`src/rtl/spi_frame_decoder.sv`:
```
// spi_frame_decoder: assembles NUM_BYTES base-RADIX digit bytes per SPI frame into a binary value.
// Optional trailing XOR checksum byte when SPI_FRAME_CHECKSUM_EN is defined.
module spi_frame_decoder #(
    parameter int NUM_BYTES = 2,
    parameter int RADIX     = 100,
    parameter int OUT_W     = 14
) (
    input  logic             clk,
    input  logic             reset,
    input  logic [7:0]       rx_data_i,
    input  logic             done_i,
    input  logic             ssn_i,
    output logic [OUT_W-1:0] data_o,
    output logic             data_valid_o,
    output logic             frame_err_o,
    output logic [2:0]       byte_cnt_o
);
    localparam int ACC_W = OUT_W + 7;
    localparam logic [ACC_W-1:0] MAX = ACC_W'((1 << OUT_W) - 1);

    typedef enum logic [1:0] {IDLE, COLLECT, CHECK} state_t;

    state_t             state_q, state_d;
    logic               done_q;
    logic [ACC_W-1:0]   acc_q, acc_d, acc_n, fin_acc;
    logic [2:0]         cnt_q, cnt_d, cnt_n;
    logic               err_q, err_d, err_n;
    logic [7:0]         csum_q, csum_d, csum_n;
    logic [OUT_W-1:0]   data_q, data_d;
    logic               valid_q, valid_d, ferr_q, ferr_d;
    logic               ev, first, dig_err, fin, bad;
    logic [6:0]         digit;

    always_ff @(posedge clk or posedge reset) begin
        if (reset) begin
            state_q <= IDLE;
            done_q  <= 1'b0;
            acc_q   <= '0;
            cnt_q   <= '0;
            err_q   <= 1'b0;
            csum_q  <= '0;
            data_q  <= '0;
            valid_q <= 1'b0;
            ferr_q  <= 1'b0;
        end else begin
            state_q <= state_d;
            done_q  <= done_i;
            acc_q   <= acc_d;
            cnt_q   <= cnt_d;
            err_q   <= err_d;
            csum_q  <= csum_d;
            data_q  <= data_d;
            valid_q <= valid_d;
            ferr_q  <= ferr_d;
        end
    end

    always_comb begin
        ev      = done_i & ~done_q & ~ssn_i;
        first   = state_q == IDLE;
        digit   = rx_data_i[6:0];
        dig_err = rx_data_i[7] | ({1'b0, digit} >= 8'(RADIX));
        // Once past MAX the frame is already lost; freezing acc avoids any wrap back into range.
        acc_n   = first ? ACC_W'(digit)
                : (acc_q > MAX ? acc_q : acc_q * ACC_W'(RADIX) + ACC_W'(digit));
        cnt_n   = first ? 3'd1 : cnt_q + 3'd1;
        err_n   = (first ? 1'b0 : err_q) | dig_err;
        csum_n  = (first ? 8'h00 : csum_q) ^ rx_data_i;
`ifdef SPI_FRAME_CHECKSUM_EN
        fin     = state_q == CHECK;
        fin_acc = acc_q;
        bad     = err_q | (acc_q > MAX) | (rx_data_i != csum_q);
`else
        fin     = cnt_n == 3'(NUM_BYTES);
        fin_acc = acc_n;
        bad     = err_n | (acc_n > MAX);
`endif
        state_d = state_q;
        acc_d   = acc_q;
        cnt_d   = cnt_q;
        err_d   = err_q;
        csum_d  = csum_q;
        data_d  = data_q;
        valid_d = 1'b0;
        ferr_d  = 1'b0;
        if (!first && ssn_i) begin
            state_d = IDLE;
            acc_d   = '0;
            cnt_d   = '0;
            err_d   = 1'b0;
            csum_d  = '0;
            ferr_d  = 1'b1;
        end else if (ev && fin) begin
            state_d = IDLE;
            acc_d   = '0;
            cnt_d   = '0;
            err_d   = 1'b0;
            csum_d  = '0;
            valid_d = ~bad;
            ferr_d  = bad;
            data_d  = bad ? data_q : fin_acc[OUT_W-1:0];
        end else if (ev) begin
            state_d = cnt_n == 3'(NUM_BYTES) ? CHECK : COLLECT;
            acc_d   = acc_n;
            cnt_d   = cnt_n;
            err_d   = err_n;
            csum_d  = csum_n;
        end
    end

    assign data_o       = data_q;
    assign data_valid_o = valid_q;
    assign frame_err_o  = ferr_q;
    assign byte_cnt_o   = cnt_q;
endmodule

```
`config.mk`:
```
export PLATFORM = sky130hd
export DESIGN_NAME = spi_frame_decoder
export DESIGN_NICKNAME = d
export VERILOG_FILES = /design/src/rtl/spi_frame_decoder.sv
export SDC_FILE = /design/constraint.sdc
export NUM_CORES = 1
export LEC_CHECK = 0
export CORE_ASPECT_RATIO = 1.4
export CORE_MARGIN = 4
export CORE_UTILIZATION = 55
export CTS_CLUSTER_DIAMETER = 120
export DETAILED_ROUTE_END_ITERATION = 7
export PLACE_DENSITY_LB_ADDON = 0.12
export SETUP_SLACK_MARGIN = 0.5
export SYNTH_ARGS = -nofsm -noshare
export SYNTH_HDL_FRONTEND = slang
export SYNTH_SLANG_ARGS = --single-unit
```
`constraint.sdc`:
```
create_clock -name clk -period 5.74 [get_ports clk]
set_input_delay 0.861 -clock clk [delete_from_list [all_inputs] [get_ports clk]]
set_output_delay 0.861 -clock clk [all_outputs]
set_load 0.03 [all_outputs]
```
# Word level (Yosys, flattened, before mapping)
# Cells that the tools add are included.
[op_classes] n_addsub=2 mul=1 magnitude_cmp=3 eq_ne=1 muxes=21 bitwise=9 n_reduce_logical=6
[ops] operator="$mux W21" count=5
[ops] operator="$gt A21 B14 Y1 const B" count=2
[ops] operator="$add A21 B7 Y21" count=1
[ops] operator="$mul A21 B5 Y19 const B" count=1
[ops] operator="$mux W3" count=4
[ops] operator="$mux W1" count=8
[ops] operator="$mux W2" count=4
[ops] operator="$ge A7 B7 Y1 const B" count=1
[ops] operator="$not A1 Y1" count=4
[ops] operator="$add A3 B1 Y3 const B" count=1
[ops] operator="$eq A3 B2 Y1 const B" count=1
[ops] operator="$or A1 B1 Y1" count=3
[ops] operator="$reduce_and A3 Y1" count=1
[ops] operator="$reduce_bool A3 Y1" count=1
[ops] operator="$and A1 B1 Y1" count=2
[ops] operator="$logic_and A1 B1 Y1" count=2
[ops] operator="$logic_not A2 Y1" count=1
[ops] operator="$logic_not A1 Y1" count=1
[word_totals] regBits=44 in_bits=12 output_inout_bits=19 elab_cells=51

# Logic depth before layout (Yosys ltp)
[logic_depth] ltp_word=9 ltp_mapped=17

# Worst setup path before layout
# Ideal clock, no wire load.
[synth_path] path_kind="reg2reg" start="register acc_q[6]" end="register data_q[7], in the netlist data_o[7]" setup_ns=0.128 arrival_time_ns=4.444 slack_ns=1.168 path_stages_with_launch=17 n_path_buf=1 cell_sequence="dfrtp_1 -> ha_1 -> ha_1 -> inv_1 -> fa_1 -> inv_1 -> ha_1 -> o211ai_1 -> a21o_1 -> a311oi_1 -> o211ai_1 -> nor4_1 -> xor2_1 -> a2111o_1 -> nor4_4 -> buf_6 -> mux2_1"
[synth_between] elab_chain_len=8 word_cells_on_any_way=9
[synth_lines] item="start: declaration" line_no="25" rtl="logic [ACC_W-1:0] acc_q, acc_d, acc_n, fin_acc;"
[synth_lines] item="start signal: assignment" line_no="38" rtl="acc_q <= '0;"
[synth_lines] item="start signal: assignment" line_no="48" rtl="acc_q <= acc_d;"
[synth_lines] item="$mul A21 B5 Y19" line_no="65" rtl=": (acc_q > MAX ? acc_q : acc_q * ACC_W'(RADIX) + ACC_W'(digit));"
[synth_lines] item="$add A21 B7 Y21" line_no="65"
[synth_lines] item="$mux W21 *" line_no="65"
[synth_lines] item="$mux W21 *" line_no="64" rtl="acc_n = first ? ACC_W'(digit)"
[synth_lines] item="$gt A21 B14 Y1" line_no="76" rtl="bad = err_n | (acc_n > MAX);"
[synth_lines] item="$or A1 B1 Y1" line_no="76"
[synth_lines] item="$not A1 Y1"
[synth_lines] item="$reduce_and A3 Y1 (no source line)"
[synth_lines] item="end signal: assignment" line_no="52" rtl="data_q <= data_d;"
[synth_lines] item="end: declaration" line_no="29" rtl="logic [OUT_W-1:0] data_q, data_d;"
# Every way passes the cells marked *; elsewhere a longest branch is shown, timed or not.
# A chain may end at the register's enable or synchronous reset.

# Worst setup path in the final report
[layout_path] start="register acc_q[1]" end="register data_q[10], in the netlist data_o[10]"
# The elaborated chain is that of the path after synthesis.

==> metrics.csv <==
metric,value,unit
synthMostInstantiatedCell,inv_1,
count_of_h_tree_levels_built_during_cts,2,
grt_antenna_before_repair,0,
seq_area_frac_synth,25.6,%
max-cap-violations,0,
hold_viol_final,0,
drt_iter0_drc,136,
total_detailed_routing_wirelength,10.5,mm
fmax,200,MHz
clock_latency,0.29,ns
finalSetupViolCount,0,
start_util,57.3,%
postSynthNetCount,536,
run_status,"complete, no violations",
die-height,113,microns
synth_async_sr_flop_share,100,%
post_synth_most_frequent_cells,"inv_1, ha_1, dfrtp_1, nor2_1, nand2_1",
path_class,flop to flop,
power.density_cell_area,297,nW/um^2
holdCritPathClass,flop to flop,
reg2regPathDepth,14,
mappedNetlistArea,4300,sq um
timing.critical_path.fanout_max,14,
syn-mean-instance-area,9.38,sq um
drt.antenna.violating_nets,0,
clock_sinks,44,
top_layer_used,met4,
worstMarginPinSlew,0.952,ns
core-area,7500,sq um
gpl.final_weighted_congestion,0.844,
post_synth_main_area_contributors,"dfrtp_1, ha_1, fa_1",
synth.lib_cells_used.distinct,65,
clock-skew-final,0.00935,ns
holdPathStages,2,
synthDominantAreaCellType,dfrtp_1,
synth_cells,458,
worstSetupStartpointType,flop,
p_leak,2.41,nW
layout.nets,567,
io_pins,31,
post-route-drc-count,0,
place_hpwl,8.31,mm
overflow,0,
design.die.area,9310,sq um
drive_above_1_share,8.79,%
io_buffer_count,30,
slew_violations,0,
synth-edff-count,0,
post_drt_via_cell_ratio,6.18,
drt_pre_antenna_iters,4,
synth.top_cell.area_share,25.6,%
dr_wl_met3,349,microns
ys_ff_latch,44,
met2WireLength,5.51,mm
grt_pass1_wl,18.0,mm
finalPower,1.45,mW
layout_setup_ws,0.737,ns
cts-hold-fix-buffers,0,
detail_route.wl_per_cell,18.0,microns
data_required_time_of_the_worst_path,5.91,ns
routedLengthMet1,4.41,mm
antenna-diode-count,0,
r2r_slack,0.74,ns
synth.yosys.warnings,0,
cts_root_buffer,clkbuf_8,
fin_crit_sh,87.2,%
critical_path.endpoint_type,flop,
die_width,82.7,microns
worst_hold_slack,0.491,ns
max_slew_margin,36.3,%
tritoncts,yes,
synthToLayoutAreaGrowth,13.3,%
setup-tns-final,0,ns
cts_made_buffers,5,
path_clk_slew,0.07,ns
peakVddDrop,0.165,mV
via_count,3623,
grt_pass1_vias,3794,
dp_worst_setup_slack,0.660,ns
synth_ff_type,dfrtp_1,
min_period,5.00,ns
final_cells,586,
post-place-cells,577,
placement_rows,37,
clock_tree.buffer_depth,2,
grt_start_max_net_pins,45,
grt_util_all_layers,24.6,%
cp_data_arrival_time,5.17,ns
grt_setup_unrepaired,false,
[worst paths after layout]
kind	startpoint	end
max in group asynchronous	reset	acc_q[17]$_DFFE_PP0P_
min reg2reg	acc_q[19]$_DFFE_PP0P_	acc_q[19]$_DFFE_PP0P_
min in group asynchronous	reset	data_o[8]$_DFFE_PP0P_
min	acc_q[19]$_DFFE_PP0P_	acc_q[19]$_DFFE_PP0P_
max reg2reg	acc_q[1]$_DFFE_PP0P_	data_o[10]$_DFFE_PP0P_
max	acc_q[1]$_DFFE_PP0P_	data_o[10]$_DFFE_PP0P_
[final cells by class]
class                   instances  area (sq um)
clock inverters                 1          5.00
multi-input cells             347          3010
flip-flops and latches         44          1100
fillers                       656          2630
repair buffers                 38           360
well taps                      97           121
clock buffers                   6          72.6
inverters                      53           199
[power breakdown]
group	switching (mW)	internal [mW]
Sequential	0.0384	0.336
Combinational	0.538	0.357
Clock	0.0967	0.0828
Total	0.673	0.776
[flip-flops by register name, indices dropped and copies added, names as in the netlist]
name          flops
err_q             1
frame_err_o       1
byte_cnt_o        3
done_q            1
acc_q            21
data_valid_o      1
data_o           14
state_q           2
[critical path: stages (launching register included)]
cell,delay (ns)
dfrtp_1,0.50
ha_1,0.29
ha_1,0.32
fa_1,0.46
ha_1,0.26
a211oi_2,0.40
nor2_1,0.12
xor2_1,0.39
nand4b_1,0.30
buf_4,0.23
o311a_1,0.31
a2111o_1,0.45
nor4_4,0.23
buf_4,0.26
mux2_2,0.36
[kinds of logic after synthesis]
| group | Yosys count | share of synthesized area [%] |
|---|---|---|
| AOI/OAI and AO/OA | 116 | 20.7 |
| and+or+nand+nor | 116 | 14.6 |
| buffers and inverters | 67 | 6.12 |
| adders and majority gates | 66 | 21.7 |
| DFF | 44 | 25.6 |
| xor gates and xnor gates | 26 | 5.48 |
| muxes | 23 | 5.86 |
[layer usage]
| layer | GRT usage, % | vias to the layer above |
|---|---|---|
| li1 | - | 1737 |
| met1 | 31.7 | 1783 |
| met2 | 41.4 | 85 |
| met3 | 3.37 | 18 |
| met4 | 8.51 | 0 |
| met5 | 0 | - |
[metrics by stage]
stage | cell area [sq um] | utilization, %
5_1_grt | 4870 | 64.9
6_report | 4870 | 64.9
2_1_floorplan | 4300 | -
3_5_place_dp | 4710 | 62.8
4_1_cts | 4790 | 63.8
3_3_place_gp | 4710 | 62.8
[placed cells by master, fill, tap and decap left out, drive strengths merged, types with 4 or more instances in the layout]
master | Yosys | layout
mux2 | 17 | 17
nand2b | 4 | 4
xor2 | 11 | 11
dfrtp | 44 | 44
and2 | 4 | 4
xnor2 | 15 | 15
ha | 52 | 52
a21oi | 15 | 15
nor3 | 4 | 4
a21o | 11 | 11
buf | 5 | 8
nand2 | 22 | 22
a2111oi | 5 | 5
clkbuf | 9 | 6
nor3b | 4 | 4
a22o | 17 | 17
mux2i | 6 | 6
clkdlybuf4s50 | 0 | 30
or3 | 6 | 6
fa | 14 | 14
a211oi | 13 | 13
nor2 | 33 | 33
nor4 | 4 | 4
nand3 | 6 | 6
o21ai | 22 | 22
o211ai | 7 | 7
nand4 | 10 | 10
or2 | 4 | 4
inv | 53 | 52
[what timing repair did]
item                       CTS  global route
setup endpoints to repair    0            15
resized for setup            0            11
setup buffers                0             2
Power figures use the tool's default switching activity.
